### src/rtl/iso7816_tpdu_sequencer_pkg.sv
// Shared definitions for the ISO7816 TPDU script sequencer: opcodes, FSM states,
// failure codes and master statusOut bit positions.
package iso7816_tpdu_sequencer_pkg;

    // Script entry opcode, bits [9:8] of an entry
    typedef enum logic [1:0] {
        OpEnd    = 2'b00,
        OpSend   = 2'b01,
        OpExpect = 2'b10,
        OpSkip   = 2'b11
    } opcodeT;

    typedef enum logic [3:0] {
        StIdle,
        StActivate,
        StWaitAct,
        StFetch,
        StDecode,
        StSend,
        StSendAck,
        StRxWait,
        StRxTake,
        StEnd,
        StDone,
        StFail
    } stateT;

    // failCode values
    localparam logic [2:0] FcNone     = 3'd0;
    localparam logic [2:0] FcMismatch = 3'd1;
    localparam logic [2:0] FcTimeout  = 3'd2;
    localparam logic [2:0] FcOverrun  = 3'd3;
    localparam logic [2:0] FcFrame    = 3'd4;
    localparam logic [2:0] FcWrap     = 3'd5;

    // statusOut bit indices
    localparam int unsigned BitBufferFull = 0;
    localparam int unsigned BitFrameErr   = 1;
    localparam int unsigned BitOverrunErr = 2;
    localparam int unsigned BitIsTx       = 3;
    localparam int unsigned BitRxStartBit = 4;
    localparam int unsigned BitRxRun      = 5;
    localparam int unsigned BitTxPending  = 6;
    localparam int unsigned BitTxRun      = 7;

    // A run is in progress in every state except the idle and terminal ones
    function automatic logic stateBusy(input stateT s);
        return !(s inside {StIdle, StDone, StFail});
    endfunction

endpackage

### src/rtl/iso7816_script_ram.sv
// Script storage: DEPTH x WIDTH simple dual-port RAM, synchronous read with
// one cycle of latency. A same-cycle write and read of one address returns
// the old contents.
module iso7816_script_ram #(
    parameter int unsigned DEPTH = 64,
    parameter int unsigned WIDTH = 10,
    parameter int unsigned AW    = $clog2(DEPTH)
) (
    input  logic             clk,
    input  logic             we,
    input  logic [AW-1:0]    waddr,
    input  logic [WIDTH-1:0] wdata,
    input  logic             re,
    input  logic [AW-1:0]    raddr,
    output logic [WIDTH-1:0] rdata
);

    logic [WIDTH-1:0] mem [DEPTH];

    // Write port; contents deliberately survive reset
    always_ff @(posedge clk) begin
        if (we) begin
            mem[waddr] <= wdata;
        end
    end

    // Registered read port
    always_ff @(posedge clk) begin
        if (re) begin
            rdata <= mem[raddr];
        end
    end

endmodule

### src/rtl/iso7816_tpdu_sequencer.sv
// Script engine driving one Iso7816_3_Master byte port: activates the card,
// then walks SEND / EXPECT / SKIP / END entries, with per-wait timeout and
// first-error bookkeeping.
module iso7816_tpdu_sequencer
    import iso7816_tpdu_sequencer_pkg::*;
#(
    parameter int unsigned DEPTH     = 64,
    parameter int unsigned TIMEOUT_W = 24,
    parameter int unsigned ERRCNT_W  = 8,
    localparam int unsigned AW       = $clog2(DEPTH)
) (
    input  logic                 clk,
    input  logic                 nReset,
    input  logic                 scriptWe,
    input  logic [AW-1:0]        scriptAddr,
    input  logic [9:0]           scriptData,
    input  logic                 start,
    input  logic                 stopOnError,
    input  logic [TIMEOUT_W-1:0] timeoutCycles,
    output logic                 startActivation,
    input  logic                 isActivated,
    input  logic                 tsReceived,
    output logic [7:0]           dataIn,
    output logic                 nWeDataIn,
    input  logic [7:0]           dataOut,
    output logic                 nCsDataOut,
    input  logic [7:0]           statusOut,
    output logic                 nCsStatusOut,
    output logic                 busy,
    output logic                 done,
    output logic                 pass,
    output logic [ERRCNT_W-1:0]  errCnt,
    output logic [AW-1:0]        failIndex,
    output logic [2:0]           failCode,
    output logic [7:0]           lastRx
);

    localparam logic [AW-1:0] PcLast = AW'(DEPTH - 1);

    stateT                stateQ, stateD;
    logic [AW-1:0]        pcQ, pcD;
    logic [TIMEOUT_W-1:0] tmrQ, tmrD;
    logic [ERRCNT_W-1:0]  errCntQ, errCntD;
    logic [AW-1:0]        failIndexQ, failIndexD;
    logic [2:0]           failCodeQ, failCodeD;
    logic [7:0]           lastRxQ, lastRxD;
    logic [7:0]           dataInQ, dataInD;
    logic [7:0]           curByteQ, curByteD;
    opcodeT               curOpQ, curOpD;

    logic [9:0] ramRdData;
    logic       ramWe;
    logic       ramRe;
    opcodeT     rdOp;

    logic       tmrExpired;
    logic       logErr;
    logic [2:0] errCode;
    logic       incErr;
    logic       doAdvance;

    // isTx / rxRun / rxStartBit are not needed by the sequencer
    logic unusedStatus;
    assign unusedStatus = ^{statusOut[BitIsTx], statusOut[BitRxStartBit], statusOut[BitRxRun]};

    // The script is frozen while a run is active
    assign ramWe = scriptWe && !stateBusy(stateQ);
    assign rdOp  = opcodeT'(ramRdData[9:8]);

    iso7816_script_ram #(
        .DEPTH (DEPTH),
        .WIDTH (10),
        .AW    (AW)
    ) uScriptRam (
        .clk   (clk),
        .we    (ramWe),
        .waddr (scriptAddr),
        .wdata (scriptData),
        .re    (ramRe),
        .raddr (pcQ),
        .rdata (ramRdData)
    );

    // Fires on the timeoutCycles-th cycle spent in a wait state
    assign tmrExpired = (timeoutCycles != '0) &&
                        (tmrQ == timeoutCycles - TIMEOUT_W'(1));

    // State and datapath registers, synchronous active-low reset
    always_ff @(posedge clk) begin
        if (!nReset) begin
            stateQ     <= StIdle;
            pcQ        <= '0;
            tmrQ       <= '0;
            errCntQ    <= '0;
            failIndexQ <= '0;
            failCodeQ  <= FcNone;
            lastRxQ    <= '0;
            dataInQ    <= '0;
            curByteQ   <= '0;
            curOpQ     <= OpEnd;
        end else begin
            stateQ     <= stateD;
            pcQ        <= pcD;
            tmrQ       <= tmrD;
            errCntQ    <= errCntD;
            failIndexQ <= failIndexD;
            failCodeQ  <= failCodeD;
            lastRxQ    <= lastRxD;
            dataInQ    <= dataInD;
            curByteQ   <= curByteD;
            curOpQ     <= curOpD;
        end
    end

    // Next-state, timeout and error bookkeeping
    always_comb begin
        stateD     = stateQ;
        pcD        = pcQ;
        tmrD       = tmrQ;
        errCntD    = errCntQ;
        failIndexD = failIndexQ;
        failCodeD  = failCodeQ;
        lastRxD    = lastRxQ;
        dataInD    = dataInQ;
        curByteD   = curByteQ;
        curOpD     = curOpQ;
        ramRe      = 1'b0;
        logErr     = 1'b0;
        errCode    = FcNone;
        incErr     = 1'b0;
        doAdvance  = 1'b0;

        unique case (stateQ)
            StIdle: begin
                if (start) begin
                    stateD     = StActivate;
                    pcD        = '0;
                    tmrD       = '0;
                    errCntD    = '0;
                    failIndexD = '0;
                    failCodeD  = FcNone;
                    lastRxD    = '0;
                end
            end
            StActivate: begin
                if (isActivated) begin
                    stateD = StWaitAct;
                    tmrD   = '0;
                end else if (tmrExpired) begin
                    stateD  = StFail;
                    logErr  = 1'b1;
                    errCode = FcTimeout;
                end else begin
                    tmrD = tmrQ + 1'b1;
                end
            end
            StWaitAct: begin
                if (tsReceived) begin
                    stateD = StFetch;
                end else if (tmrExpired) begin
                    stateD  = StFail;
                    logErr  = 1'b1;
                    errCode = FcTimeout;
                end else begin
                    tmrD = tmrQ + 1'b1;
                end
            end
            StFetch: begin
                ramRe  = 1'b1;
                stateD = StDecode;
            end
            StDecode: begin
                curOpD   = rdOp;
                curByteD = ramRdData[7:0];
                tmrD     = '0;
                unique case (rdOp)
                    OpEnd:           stateD = StEnd;
                    OpSend:          stateD = StSend;
                    OpExpect, OpSkip: stateD = StRxWait;
                    default:         stateD = StEnd;
                endcase
            end
            StSend: begin
                if (!statusOut[BitTxPending]) begin
                    dataInD = curByteQ;
                    stateD  = StSendAck;
                end else if (tmrExpired) begin
                    stateD  = StFail;
                    logErr  = 1'b1;
                    errCode = FcTimeout;
                end else begin
                    tmrD = tmrQ + 1'b1;
                end
            end
            StSendAck: begin
                doAdvance = 1'b1;
            end
            StRxWait: begin
                if (statusOut[BitBufferFull]) begin
                    stateD = StRxTake;
                end else if (tmrExpired) begin
                    stateD  = StFail;
                    logErr  = 1'b1;
                    errCode = FcTimeout;
                end else begin
                    tmrD = tmrQ + 1'b1;
                end
            end
            StRxTake: begin
                lastRxD = dataOut;
                // Line errors end the run whatever stopOnError says
                if (statusOut[BitOverrunErr]) begin
                    stateD  = StFail;
                    logErr  = 1'b1;
                    errCode = FcOverrun;
                    incErr  = 1'b1;
                end else if (statusOut[BitFrameErr]) begin
                    stateD  = StFail;
                    logErr  = 1'b1;
                    errCode = FcFrame;
                    incErr  = 1'b1;
                end else if (curOpQ == OpExpect && dataOut != curByteQ) begin
                    logErr  = 1'b1;
                    errCode = FcMismatch;
                    incErr  = 1'b1;
                    if (stopOnError) begin
                        stateD = StFail;
                    end else begin
                        doAdvance = 1'b1;
                    end
                end else begin
                    doAdvance = 1'b1;
                end
            end
            StEnd: begin
                if (!statusOut[BitTxRun] && !statusOut[BitTxPending]) begin
                    stateD = StDone;
                end
            end
            StDone, StFail: begin
                if (!start) begin
                    stateD = StIdle;
                end
            end
            default: stateD = StIdle;
        endcase

        // Stepping past the last entry without an END is an error; a mismatch
        // in the same cycle keeps precedence as the first error.
        if (doAdvance) begin
            if (pcQ == PcLast) begin
                stateD = StFail;
                if (!logErr) begin
                    logErr  = 1'b1;
                    errCode = FcWrap;
                end
            end else begin
                pcD    = pcQ + 1'b1;
                stateD = StFetch;
            end
        end

        if (logErr && failCodeQ == FcNone) begin
            failCodeD  = errCode;
            failIndexD = pcQ;
        end

        if (incErr && errCntQ != '1) begin
            errCntD = errCntQ + 1'b1;
        end
    end

    // Port strobes decode straight from the registered state
    always_comb begin
        startActivation = (stateQ != StIdle);
        nWeDataIn       = (stateQ != StSendAck);
        nCsDataOut      = (stateQ != StRxTake);
        nCsStatusOut    = 1'b0;
        dataIn          = dataInQ;
        busy            = stateBusy(stateQ);
        done            = (stateQ == StDone) || (stateQ == StFail);
        pass            = (stateQ == StDone) && (errCntQ == '0);
        errCnt          = errCntQ;
        failIndex       = failIndexQ;
        failCode        = failCodeQ;
        lastRx          = lastRxQ;
    end

endmodule

### config.mk
export PLATFORM = sky130hd
export DESIGN_NAME = iso7816_tpdu_sequencer
export DESIGN_NICKNAME = d
export VERILOG_FILES = /design/src/rtl/iso7816_tpdu_sequencer_pkg.sv /design/src/rtl/iso7816_script_ram.sv /design/src/rtl/iso7816_tpdu_sequencer.sv
export SDC_FILE = /design/constraint.sdc
export NUM_CORES = 1
export LEC_CHECK = 0
export CORE_ASPECT_RATIO = 0.9
export CORE_UTILIZATION = 49
export DETAILED_ROUTE_END_ITERATION = 10
export PLACE_DENSITY = 0.69
export SLEW_MARGIN = 20
export SYNTH_ARGS = -nofsm -noshare
export SYNTH_HDL_FRONTEND = slang
export SYNTH_SLANG_ARGS = --single-unit
### constraint.sdc
create_clock -name clk -period 3.3 [get_ports clk]
set_clock_uncertainty 0.05 [all_clocks]
set_input_delay 0.66 -clock clk [delete_from_list [all_inputs] [get_ports clk]]
set_output_delay 0.66 -clock clk [all_outputs]
set_load 0.01 [all_outputs]
After elaboration in Yosys (flattened, before gate mapping) --
Memory sizes are Yosys's and may differ from the RTL's. A register that Yosys moved wholly into a read port is not among the register bits. Index checks and enable logic that the tools add are counted.
Cells by class: bitwise operators 1, $add $sub $neg 4, reduce and logical (&&, ||, !) cells 32, equal/unequal tests 31, multiplexer cells 69
Operators by type and width (number):
- $mux W24 | 6
- $pmux W24 S6 | 1
- $mux W4 | 14
- $pmux W4 S11 | 1
- $mux W6 | 7
- $mux W3 | 11
- $add A24 B1 Y24 const B | 1
- $eq A24 B24 Y1 | 1
- $mux W8 | 3
- $reduce_bool A24 Y1 | 1
- $sub A24 B1 Y24 const B | 1
- $mux W1 | 19
- $eq A4 B3 Y1 const B | 4
- $eq A4 B4 Y1 const B | 4
- $pmux W8 S2 | 1
- $pmux W3 S5 | 1
- $pmux W4 S3 | 1
- $ne A2 B2 Y1 const B | 5
- $ne A5 B5 Y1 const B | 2
- $reduce_bool A2 Y1 | 5
- $ne A3 B3 Y1 const B | 3
- $add A8 B1 Y8 const B | 1
- $eq A4 B2 Y1 const B | 2
- $logic_not A8 Y1 | 1
- 26 further kinds | 41
Storage, ports and cells: flip-flop bits (word level) 77, bits of input ports 63, output and inout port bits 40, logic and storage cells 148, RAM bits 640, memories kept 1
Memory list:
- uScriptRam.mem | words 64, bits a word 10, rd ports 1, clocked after Yosys merged registers in 1, wr ports 1, line iso7816_script_ram.sv:18 | logic [WIDTH-1:0] mem [DEPTH];

Logic depth before layout (Yosys ltp) --
depth in word-level cells 11, depth in mapped cells 12, gate-level depth less buffers 10

Cells and area by module --
From an unflattened synthesis, not the netlist that was laid out.
Unflattened totals: cells, all modules 1806, area total of the unflattened synthesis 30397.9 um^2
By module, submodules not included:
- iso7816_script_ram | area each 25196.7 um^2, instances 1, cells an instance 1118
- iso7816_tpdu_sequencer | area each 5201.2 um^2, instances 1, cells an instance 688

Least setup slack after synthesis --
Ideal clock, no wire load.
path type in2reg, start in timeoutCycles[0], end reg stateQ[0], buffers on the path 0, path slack -0.176 ns, stages 10, library setup time 0.079 ns, data arrival time 3.346 ns, cells stage by stage inv_1 ha_1 or3b_2 nor4_2 mux2_2 a31o_2 a221oi_2 nand4_2 o311a_1 a211oi_2
Between the ends: word-level cells in the longest chain between the ends 7, elaborated cells on any way between the ends 11, those cells by class 1 x add/sub; 1 x eq/ne; 7 x mux; 2 x reduce/logical
Ends and longest elaborated chain:
- from (decl) | line iso7816_tpdu_sequencer.sv:19 | input logic [TIMEOUT_W-1:0] timeoutCycles,
- $sub A24 B1 Y24 | line iso7816_tpdu_sequencer.sv:86 | (tmrQ == timeoutCycles - TIMEOUT_W'(1));
- $eq A24 B24 Y1 | line iso7816_tpdu_sequencer.sv:86
- $logic_and A1 B1 Y1 * | line iso7816_tpdu_sequencer.sv:85 | assign tmrExpired = (timeoutCycles != '0) &&
- $mux W4 *
- $mux W4 (on tied branches)
- $pmux W4 S11 *
- $mux W4 *
- to (signal assigned) | line iso7816_tpdu_sequencer.sv:91 | stateQ <= StIdle;
- to (signal assigned) | line iso7816_tpdu_sequencer.sv:102 | stateQ <= stateD;
- to (decl) | line iso7816_tpdu_sequencer.sv:40 | stateT stateQ, stateD;
Every way passes the cells marked *; elsewhere a longest branch is shown, timed or not. A chain may end at the register's enable or synchronous reset.

Final worst setup path --
start in timeoutCycles[16], end reg stateQ[1]
The elaborated chain is that of the path after synthesis.

==> metrics.md <==
| Metric | Value |
|---|---|
| Status | `finished clean` |
| Clock Power Share | `0.445` |
| Power Density | `540.1 nW/um2` |
| Worst path buffer plus inverter count | `2` |
| Count leader, synth | `edfxtp_1` |
| Num CTS Buffers | `73` |
| Cells after synthesis | `1707` |
| Async S/R FF share, synth | `0` |
| Primary FF master, synth | `edfxtp_1` |
| Nets | `2033` |
| Cell internal pwr | `0.01549 W` |
| Achievable clock frequency | `0.3143 GHz` |
| ANT cells | `0` |
| Antenna violations before repair | `2` |
| Avg Synthesized Cell Area | `17.55 um2` |
| Vias in the first global route | `16740` |
| Critical path data arrival time | `3.67 ns` |
| CP delay by family, top | `simple AND/OR/NAND/NOR gates` |
| H-tree levels | `3` |
| Sink Count | `727` |
| Combinational Power Share | `0.033` |
| Maximum vdd ir drop | `0.0006555 V` |
| CP Launch Type | `input port` |
| Port Buffer Count | `98` |
| Sequential cell area fraction in the yosys report | `0.7029` |
| # Max-Cap Violations | `0` |
| Power, Total | `0.01929 W` |
| Die area | `62140 um2` |
| Dpl cell area | `33040 um2` |
| DR iter-0 viols | `1756` |
| CP Data Required Time | `3.79 ns` |
| Hold WS | `0.2415 ns` |
| Net Switching | `0.003800 W` |
| Top-area cell type share of the netlist area | `0.6515` |
| Root Driver | `clkbuf_16` |
| CP max-delay cell | `or4_1` |
| Chip Width | `262.7 um` |
| Yosys Warn Count | `0` |
| Static leakage | `11.27 nW` |
| Slack of the critical path | `0.1186 ns` |
| HPWL after DPL | `45330 um` |
| Crit-path max cell delay | `0.57 ns` |
| Register bit total from synthesis | `727` |
| Final instance area | `35710 um2` |
| Initial DRT Pass Iterations | `7` |
| Starting Density | `0.4986` |
| GRT Total Usage | `0.2288` |
| DP Worst Slack | `-0.7196 ns` |
| Met3 WL | `5850 um` |
| # IOs | `103` |
| Remaining DRCs | `0` |
| Clock-pin slew on the worst setup and hold paths | `0.06 ns` |
| Row count | `85` |
| Routed vias/inst | `6.047` |
| Crit-path cells | `clkdlybuf4s50_1, or4_1, or4_4, or3_1, o211ai_1, and4_4, nand4_4, buf_6, or3_4, a21oi_2` |
| Switching Share | `0.1970` |
| Final Max Tran Viols | `0` |
| Highest metal used | `met4` |
| Clk Latency, worst-skew pair | `0.62 ns` |
| Setup CP Type | `input port to register` |
| Post-synth EDFFs | `650` |
| Area leader, netlist | `edfxtp_1` |
| Die H | `236.6 um` |
| TritonCTS clock tree | `done` |
| Synthesized Nets | `1775` |
| Non-filler cells in the finished layout | `2800` |
| Fill cells | `4291` |
| Worst-Margin Slew | `0.9874 ns` |
| Crit. End Element | `register` |
| Area growth from synthesis to layout | `19.18%` |
| DR vias | `16930` |
| Placed insts | `2671` |
| Slew HR | `0.3367` |
| First-pass GRT wire length | `105700 um` |
| Power share of the sequential group | `0.522` |
| Netlist cell types | `70` |
| Min Tclk post-route | `3.181 ns` |
| Wire per inst | `25.22 um` |
| Final WL | `70620 um` |
| Routed length on met2 | `32970 um` |
| Final Hold Viols | `0` |
| Synth top area cells | `edfxtp_1, mux4_2, dfxtp_1` |
| CP max FO | `4` |
| Largest net degree at the start of global routing | `65` |
| Most frequent cells after synthesis | `edfxtp_1, mux4_2, nor2_1, nand2_1, dfxtp_1` |
| Period Utilization, post-route | `0.9641` |
| Hold Crit Class | `input port to register` |
| Final setup viols | `0` |
| Routability congestion estimate | `0.8713` |
| Max Buffers Root-to-Sink | `3` |
| RSZ-0062 raised after global routing | `true` |
| Overflow after GRT | `0` |
| Met1 WL | `30290 um` |
| Layout cells sized above 1 | `0.2821` |
| Core footprint | `60090 um2` |
| Synthesized cell area | `29960 um2` |
| Antenna viol nets, final | `0` |
-- flip-flops by register name, indices dropped and copies added, names as in the netlist --
register / cells
uScriptRam.mem: 640
tmrQ: 24
uScriptRam.rdata: 10
curByteQ: 8
dataIn: 8
errCnt: 8
lastRx: 8
failIndex: 6
pcQ: 6
stateQ: 4
failCode: 3
curOpQ: 2
-- per-layer routing --
layer	vias to the layer above	global-route usage
met4	0	0.06595
met1	8728	0.3408
met2	730	0.3504
met5	-	0
li1	7380	-
met3	94	0.03806
-- final timing paths --
| kind | start | to | slack, ns | cells after the start |
|---|---|---|---|---|
| setup / recovery | timeoutCycles[16] | stateQ[1] | 0.12 | 10 |
| hold / removal | scriptData[6] | uScriptRam.mem[58][6] | 0.24 | 1 |
| setup reg to reg | tmrQ[19] | stateQ[1] | 0.31 | 8 |
| hold reg to reg | dataIn[7] | dataIn[7] | 0.41 | 2 |
-- through the flow --
stage / util / setup TNS (ns)
2_1_floorplan: - / 0
3_3_place_gp: 0.5499 / -20.70
3_5_place_dp: 0.5499 / -21.35
4_1_cts: 0.5921 / 0
5_1_grt: 0.5943 / 0
6_report: 0.5943 / 0
-- layout by cell type (no fill, tap or decap), types with 14 or more instances in the layout --
master,netlist,routed
edfxtp_1,650,650
mux4_2,210,210
buf_4,1,170
nor2_1,136,136
nand2_1,101,100
clkdlybuf4s50_1,0,83
clkbuf_16,0,77
a21oi_1,74,73
dfxtp_1,77,72
nand3_1,38,37
xnor2_1,27,27
nor3_1,24,23
o21ai_0,23,23
nand3b_1,19,19
inv_1,15,15
nor4_1,19,15
clkinv_1,0,14
-- worst reg2reg max path: stages (launching register included) --
cell and delay [ns]:
dfxtp_1 0.49, xnor2_1 0.22, or4_1 0.54, a2111o_1 0.46
a221oi_4 0.37, nand4_4 0.18, buf_6 0.17, or3_4 0.32
a21oi_2 0.11
-- cell families (layout without fill, tap and decap cells) --
| family | count (synthesis) | count (layout) | synth area share |
|---|---|---|---|
| multiplexers | 222 | 222 | 0.1619 |
| AND/OR/NAND/NOR | 431 | 431 | 0.07124 |
| adder cells (fa/ha/maj) | 5 | 5 | 0.002088 |
| AO/OA/AOI/OAI | 170 | 170 | 0.03658 |
| XOR/XNOR | 35 | 35 | 0.01023 |
| other | 1 | 1 | 0.0001252 |
| flip-flops | 727 | 727 | 0.7029 |
| buffers and inverters | 116 | 426 | 0.01487 |
-- what timing repair did --
item                                    CTS  global route
hold buffers                              0             0
endpoints found under the setup margin   16            38
cloned                                    0             0
setup buffers                             1             1
resized for setup                         7            29
pin swaps                                 1            13
-- layout make-up --
type | count | area, um2 | share of cell area
multi-input cells | 864 | 8615 | 0.2412
inverters | 16 | 60.06 | 0.001682
repair buffers | 283 | 2494 | 0.06983
clock buffers | 89 | 1992 | 0.05578
flip-flops and latches | 727 | 21070 | 0.5902
well taps | 783 | 979.7 | 0.02744
clock inverters | 38 | 495.5 | 0.01388
-- power by group through the flow --
stage / Sequential [W] / Combinational, W / Clock [W]
floorplan: 0.0103 / 0.000238 / 0
detailed placement: 0.0103 / 0.000617 / 0
global placement: 0.0103 / 0.000596 / 0
finish: 0.0101 / 0.000631 / 0.00859
global route: 0.0101 / 0.000679 / 0.00903
CTS: 0.0101 / 0.000622 / 0.00870
Note: power is estimated with default switching activity, not from simulation.
